$ cat config.mk
export PLATFORM = sky130hd
export DESIGN_NAME = dmem_wb_master
export DESIGN_NICKNAME = d
export VERILOG_FILES = /design/src/rtl/dmem_wb_master.sv
export SDC_FILE = /design/constraint.sdc
export NUM_CORES = 1
export LEC_CHECK = 0
export ABC_AREA = 1
export ABC_CLOCK_PERIOD_IN_PS = 2200
export BUFFER_PORTS_ARGS = -buffer_cell sky130_fd_sc_hd__buf_4
export CAP_MARGIN = 0
export CORE_UTILIZATION = 40
export CTS_CLUSTER_SIZE = 40
export DETAILED_ROUTE_END_ITERATION = 10
export GPL_ROUTABILITY_DRIVEN = 0
export PLACE_DENSITY = 0.72
export REMOVE_ABC_BUFFERS = 1
export SLEW_MARGIN = 20
export SYNTH_ARGS = -nofsm -noshare
export SYNTH_HDL_FRONTEND = slang
export SYNTH_SLANG_ARGS = --single-unit
export TNS_END_PERCENT = 100
$ cat constraint.sdc
create_clock -name clk -period 2.2 [get_ports clk]
set_input_delay 0.33 -clock clk [delete_from_list [all_inputs] [get_ports clk]]
set_output_delay 0.33 -clock clk [all_outputs]
set_load 0.05 [all_outputs]
$ cat src/rtl/dmem_wb_master.sv
// Registered Wishbone master for the memory stage's data port (IDLE -> BUS -> RESP).
// Define DMEM_TIMEOUT_EN to add an ack watchdog that aborts the cycle and sets a sticky dmem_err.
module dmem_wb_master #(
    parameter int unsigned TIMEOUT_CYCLES = 255
) (
    input  logic        clk,
    input  logic        rst_n,
    input  logic        dmem_action_cyc,
    input  logic        dmem_action_stb,
    input  logic        dmem_write,
    input  logic [1:0]  dmem_byte_enable,
    input  logic [15:0] dmem_address,
    input  logic [15:0] dmem_wdata,
    input  logic        load_ex_mem,
    output logic        dmem_resp,
    output logic [15:0] dmem_rdata,
    output logic [1:0]  mem_ack_counter,
    output logic        dmem_err,
    output logic        wb_cyc_o,
    output logic        wb_stb_o,
    output logic        wb_we_o,
    output logic [1:0]  wb_sel_o,
    output logic [14:0] wb_adr_o,
    output logic [15:0] wb_dat_o,
    input  logic [15:0] wb_dat_i,
    input  logic        wb_ack_i
);
    typedef enum logic [1:0] {S_IDLE, S_BUS, S_RESP} state_t;

    state_t      state_q, state_d;
    logic        cyc_q, cyc_d;
    logic        stb_q, stb_d;
    logic        we_q, we_d;
    logic [1:0]  sel_q, sel_d;
    logic [14:0] adr_q, adr_d;
    logic [15:0] dat_q, dat_d;
    logic        resp_q, resp_d;
    logic [15:0] rdata_q, rdata_d;
    logic [1:0]  cnt_q, cnt_d;
    logic        req;
    logic        timeout_hit;

    assign req = dmem_action_cyc & dmem_action_stb;

`ifdef DMEM_TIMEOUT_EN
    localparam logic [7:0] WAIT_LAST = 8'(TIMEOUT_CYCLES - 1);

    logic [7:0] wait_q, wait_d;
    logic       err_q, err_d;

    assign timeout_hit = (state_q == S_BUS) && !wb_ack_i && (wait_q == WAIT_LAST);

    always_comb begin
        wait_d = '0;
        err_d  = err_q;
        if (state_q == S_BUS) begin
            wait_d = wait_q + 8'd1;
            if (timeout_hit) begin
                err_d = 1'b1;
            end
        end
    end

    always_ff @(posedge clk) begin
        if (!rst_n) begin
            wait_q <= '0;
            err_q  <= 1'b0;
        end else begin
            wait_q <= wait_d;
            err_q  <= err_d;
        end
    end

    assign dmem_err = err_q;
`else
    assign timeout_hit = 1'b0;
    // The watchdog limit has no meaning without the timeout logic.
    assign dmem_err    = (TIMEOUT_CYCLES == 0) && 1'b0;
`endif

    always_ff @(posedge clk) begin
        if (!rst_n) begin
            state_q <= S_IDLE;
            cyc_q   <= 1'b0;
            stb_q   <= 1'b0;
            we_q    <= 1'b0;
            sel_q   <= '0;
            adr_q   <= '0;
            dat_q   <= '0;
            resp_q  <= 1'b0;
            rdata_q <= '0;
            cnt_q   <= '0;
        end else begin
            state_q <= state_d;
            cyc_q   <= cyc_d;
            stb_q   <= stb_d;
            we_q    <= we_d;
            sel_q   <= sel_d;
            adr_q   <= adr_d;
            dat_q   <= dat_d;
            resp_q  <= resp_d;
            rdata_q <= rdata_d;
            cnt_q   <= cnt_d;
        end
    end

    always_comb begin
        state_d = S_IDLE;
        unique case (state_q)
            S_IDLE:  state_d = req ? S_BUS : S_IDLE;
            S_BUS:   state_d = (wb_ack_i || timeout_hit) ? S_RESP : S_BUS;
            S_RESP:  state_d = S_IDLE;
            default: state_d = S_IDLE;
        endcase
    end

    // Bus registers fall back to zero whenever no cycle is in flight.
    always_comb begin
        cyc_d   = 1'b0;
        stb_d   = 1'b0;
        we_d    = 1'b0;
        sel_d   = '0;
        adr_d   = '0;
        dat_d   = '0;
        resp_d  = 1'b0;
        rdata_d = rdata_q;
        cnt_d   = cnt_q;
        unique case (state_q)
            S_IDLE: begin
                if (req) begin
                    cyc_d = 1'b1;
                    stb_d = 1'b1;
                    we_d  = dmem_write;
                    sel_d = dmem_write ? dmem_byte_enable : 2'b11;
                    adr_d = dmem_address[15:1];
                    if (dmem_write) begin
                        dat_d = (dmem_byte_enable == 2'b11) ? dmem_wdata
                                                            : {dmem_wdata[7:0], dmem_wdata[7:0]};
                    end
                end
            end
            S_BUS: begin
                if (wb_ack_i) begin
                    resp_d = 1'b1;
                    if (!we_q) begin
                        rdata_d = wb_dat_i;
                    end
                end else if (timeout_hit) begin
                    resp_d  = 1'b1;
                    rdata_d = '0;
                end else begin
                    cyc_d = cyc_q;
                    stb_d = stb_q;
                    we_d  = we_q;
                    sel_d = sel_q;
                    adr_d = adr_q;
                    dat_d = dat_q;
                end
            end
            S_RESP: cnt_d = (cnt_q == 2'd3) ? 2'd3 : cnt_q + 2'd1;
            default: ;
        endcase
        // A new instruction restarts the count even if an access completes now.
        if (load_ex_mem) begin
            cnt_d = '0;
        end
    end

    assign wb_cyc_o        = cyc_q;
    assign wb_stb_o        = stb_q;
    assign wb_we_o         = we_q;
    assign wb_sel_o        = sel_q;
    assign wb_adr_o        = adr_q;
    assign wb_dat_o        = dat_q;
    assign dmem_resp       = resp_q;
    assign dmem_rdata      = rdata_q;
    assign mem_ack_counter = cnt_q;

endmodule

==> impl_summary.txt <==
----------------------------------------------------
[Run status]
  Run status ... completed

[Timing]
  Final period util ... 61.7%
  Max-slew violation count ... 0
  Count of final hold-check violations ... 0
  Post-Route Skew ... 4.29 ps
  Crit path time final ... between 1000 and 1500 ps
  Worst rel slew slack ... 55.3%
  Final setup fails ... 0
  Unrepaired setup endpoints after global routing ... no
  Sum of negative setup slack ... 0 ps
  Achievable Freq ... ~740 MHz
  Worst-margin pin slew ... around 670 ps

[Clocking]
  Clock network latency to the later pin of the worst-skew pair ... 300 ps
  Number of buffers inserted by post-CTS setup repair ... 0
  Inserted Clock Buffers ... 5
  CTS tree ... built
  Number of sinks handled by clock tree synthesis ... 56
  Root Buffer ... clkbuf_8
  Number of buffers inserted by hold repair at cts ... 0
  Number of resized instances in the post-cts repair step ... 0
  Maximum count of clock buffers along a single path ... 2
  H-tree Lvls ... 2
  Clock transition at path regs ... ~90 ps

[Die]
  Number of top-level design ports ... between 100 and 150
  Number of placement rows ... 26
  Chip Width ... just under 80 um
  Die outline area ... 5900 um2
  Floorplan die height ... 76.8 um
  Core Region ... 5240 um2
  Starting density of the core ... 42.7%

[Global routing]
  All-Layer GR Usage ... 19.0%
  Number of antenna violations at the first check in global routing ... 0
  First-pass GRT wire length ... 9090 um
  Pin count of the biggest net entering global routing ... 37
  Via count of the first global-routing pass ... around 2000
  Total global routing overflow ... 0

[Critical path]
  Start of the worst register-to-register path ... state_q[0]
  Crit. End Element ... flop
  Most Frequent Cell on Critical Path ... nand2_1
  Worst Setup Path Type ... flop to flop
  Required time worst endpoint ... 2440 ps
  Critical path buffers and inverters ... 1
  Kind of cell adding the most delay to the critical path ... simple AND/OR/NAND/NOR gates
  Slowest library cell on the worst path ... nor2_2
  Data arrival, critical path ... 1600 ps
  Peak per-stage delay on the critical path ... about 540 ps
  Worst-path fanout max ... 17
  Critical Path, Cell by Cell ... inv_1, nand2_1, nor2_2, nand2_1, a21oi_1
  Launch point of the critical path ... state_q[0]
  Worst setup SP type ... flop

[Placement]
  HPWL after DPL ... 3820 um
  Count of input and output buffers ... 110
  Number of placed cells counting well taps ... 479
  Placed cell areas ... 3070 um2

[Power and ir drop]
  Clock group share of total power ... 31.7%
  Total power density per cell area ... 657 nW/um2
  Leakage power summed over all cells ... 1.52 nW
  Switching share of power ... 27.2%
  Sum of internal, switching and leakage power ... 2.09 mW
  Internal Dissipation ... 1.52 mW
  Total net switching power ... 0.568 mW
  Portion of total power attributed to combinational logic ... between 10% and 20%
  Peak supply drop ... 306 uV
  Sequential fraction of design power ... about half

[Drt]
  Number of nets with antenna violations after detailed routing ... 0
  Final WL ... 5450 um
  Post-detailed-route wirelength per cell ... 11.2 um
  DRC marker count from the first detailed-route iteration ... between 60 and 70
  Via total after detailed routing ... 2234
  Drt pass-1 iters ... 4
  Number of remaining DRC errors ... 0
  Average vias per placed instance ... around 4.6

[Cells and area]
  Count of nets after finishing ... 473
  Diodes inserted ... 0
  Final core occ ... 60.7%
  Area delta synth->final ... 42.0%
  Ratio of cells with drive above 1 in the final layout ... 30.7%
  Post-route standard cell area excluding fillers ... around 3200 um2
  Post-route insts no fill ... between 400 and 500
  Fill cell instance count of the final layout ... 505

[Synthesis]
  Number of warnings printed during yosys synthesis ... 0
  Cell count after synthesis ... 314
  Cell area after synthesis ... 2240 um2
  Proportion of synthesized chip area in sequential cells ... ~50%
  Average instance area after synthesis ... 7.13 um2
  Register bit count reported by yosys ... 56
  Number of different library cells in the post-synthesis netlist ... 19

[Flow run]
  Number of maximum-capacitance constraint violations ... 0

[Min path]
  Class of the tightest hold or removal check ... input port to flop
  Startpoint of the lowest-slack hold path ... load_ex_mem

----------------------------------------------------
final timing paths:
path	endpoint	slack, ps	cells past startpoint
setup / recovery	wb_dat_o[5]	840	5
hold / removal	mem_ack_counter[1]	280	3
setup reg to reg	wb_dat_o[5]	840	5
hold reg to reg	wb_adr_o[8]	470	2
flip-flops by register name, summed over array words and instances, names as in the netlist:
register	cells
mem_ack_counter	2
wb_stb_o	1
wb_we_o	1
wb_adr_o	15
wb_dat_o	16
dmem_resp	1
wb_sel_o	2
state_q	2
dmem_rdata	16
kinds of logic (layout without fill, tap and decap cells):
family | count (synthesis) | count (layout) | synth area share, %
buffers and inverters | 43 | 146 | 9.17
AO/OA/AOI/OAI | 37 | 37 | 8.38
AND/OR/NAND/NOR | 177 | 177 | 32.2
flip-flops | 56 | 56 | 50.1
other | 1 | 1 | 0.168
layout make-up:
class	instances	area, um2	share of cell area (%)
flip-flops and latches	56	1120	35.3
multi-input cells	215	912	28.7
repair buffers	114	856	26.9
inverters	24	90.1	2.83
well taps	70	87.6	2.76
clock buffers	5	68.8	2.17
clock inverters	3	42.5	1.34
metal layers:
layer	track usage, %	share of wire, %
met3	5.71	7.6
met2	32.4	47
met4	4.62	0.64
met5	0	0
met1	23.2	45
worst min-delay path: stages:
cell and delay [ps]:
buf_4 70, or2_2 100, a21oi_1 40
stage by stage:
stage | hold WS (ps) | setup WS, ps
final | 275 | 842
after global routing | 260 | 628
after CTS | 264 | 808
after detailed placement | 454 | 768
after global placement | 450 | 815
after floorplan | 448 | 629
cell usage after synthesis:
library cell	n	share of area (%)
nor3_1	1	0.22
o21a_1	1	0.34
nor2_4	1	0.50
dfxtp_1	56	50
buf_2	11	2.5
buf_4	6	2.0
inv_2	1	0.17
a21oi_1	36	8.0
nand2_1	106	18
nand2_2	1	0.28
buf_6	1	0.50
nor2_2	2	0.56
inv_1	23	3.9
nor2_1	39	6.5
conb_1	1	0.17
or2_2	1	0.28
nand3_1	24	5.4
nor3b_1	2	0.67
buf_1	1	0.17
power groups by stage:
stage,Clock [mW],Combinational [mW],Sequential (mW)
finish,0.663,0.366,1.06
global route,0.724,0.396,1.06
CTS,0.686,0.368,1.06
detailed placement,0,0.368,1.08
global placement,0,0.365,1.08
floorplan,0,0.0996,1.19
layout by cell type (no fill, tap or decap):
cell,instances
nand2_1,106
nor2_2,2
clkbuf_8,5
dfxtp_1,56
inv_1,23
conb_1,1
o21a_1,1
clkinv_2,1
buf_4,114
nand2_2,1
or2_2,1
inv_2,1
nor2_1,39
nand3_1,24
nor2_4,1
bufinv_16,1
a21oi_1,36
clkinvlp_4,1
nor3_1,1
nor3b_1,2
Power figures use the tool's default switching activity.
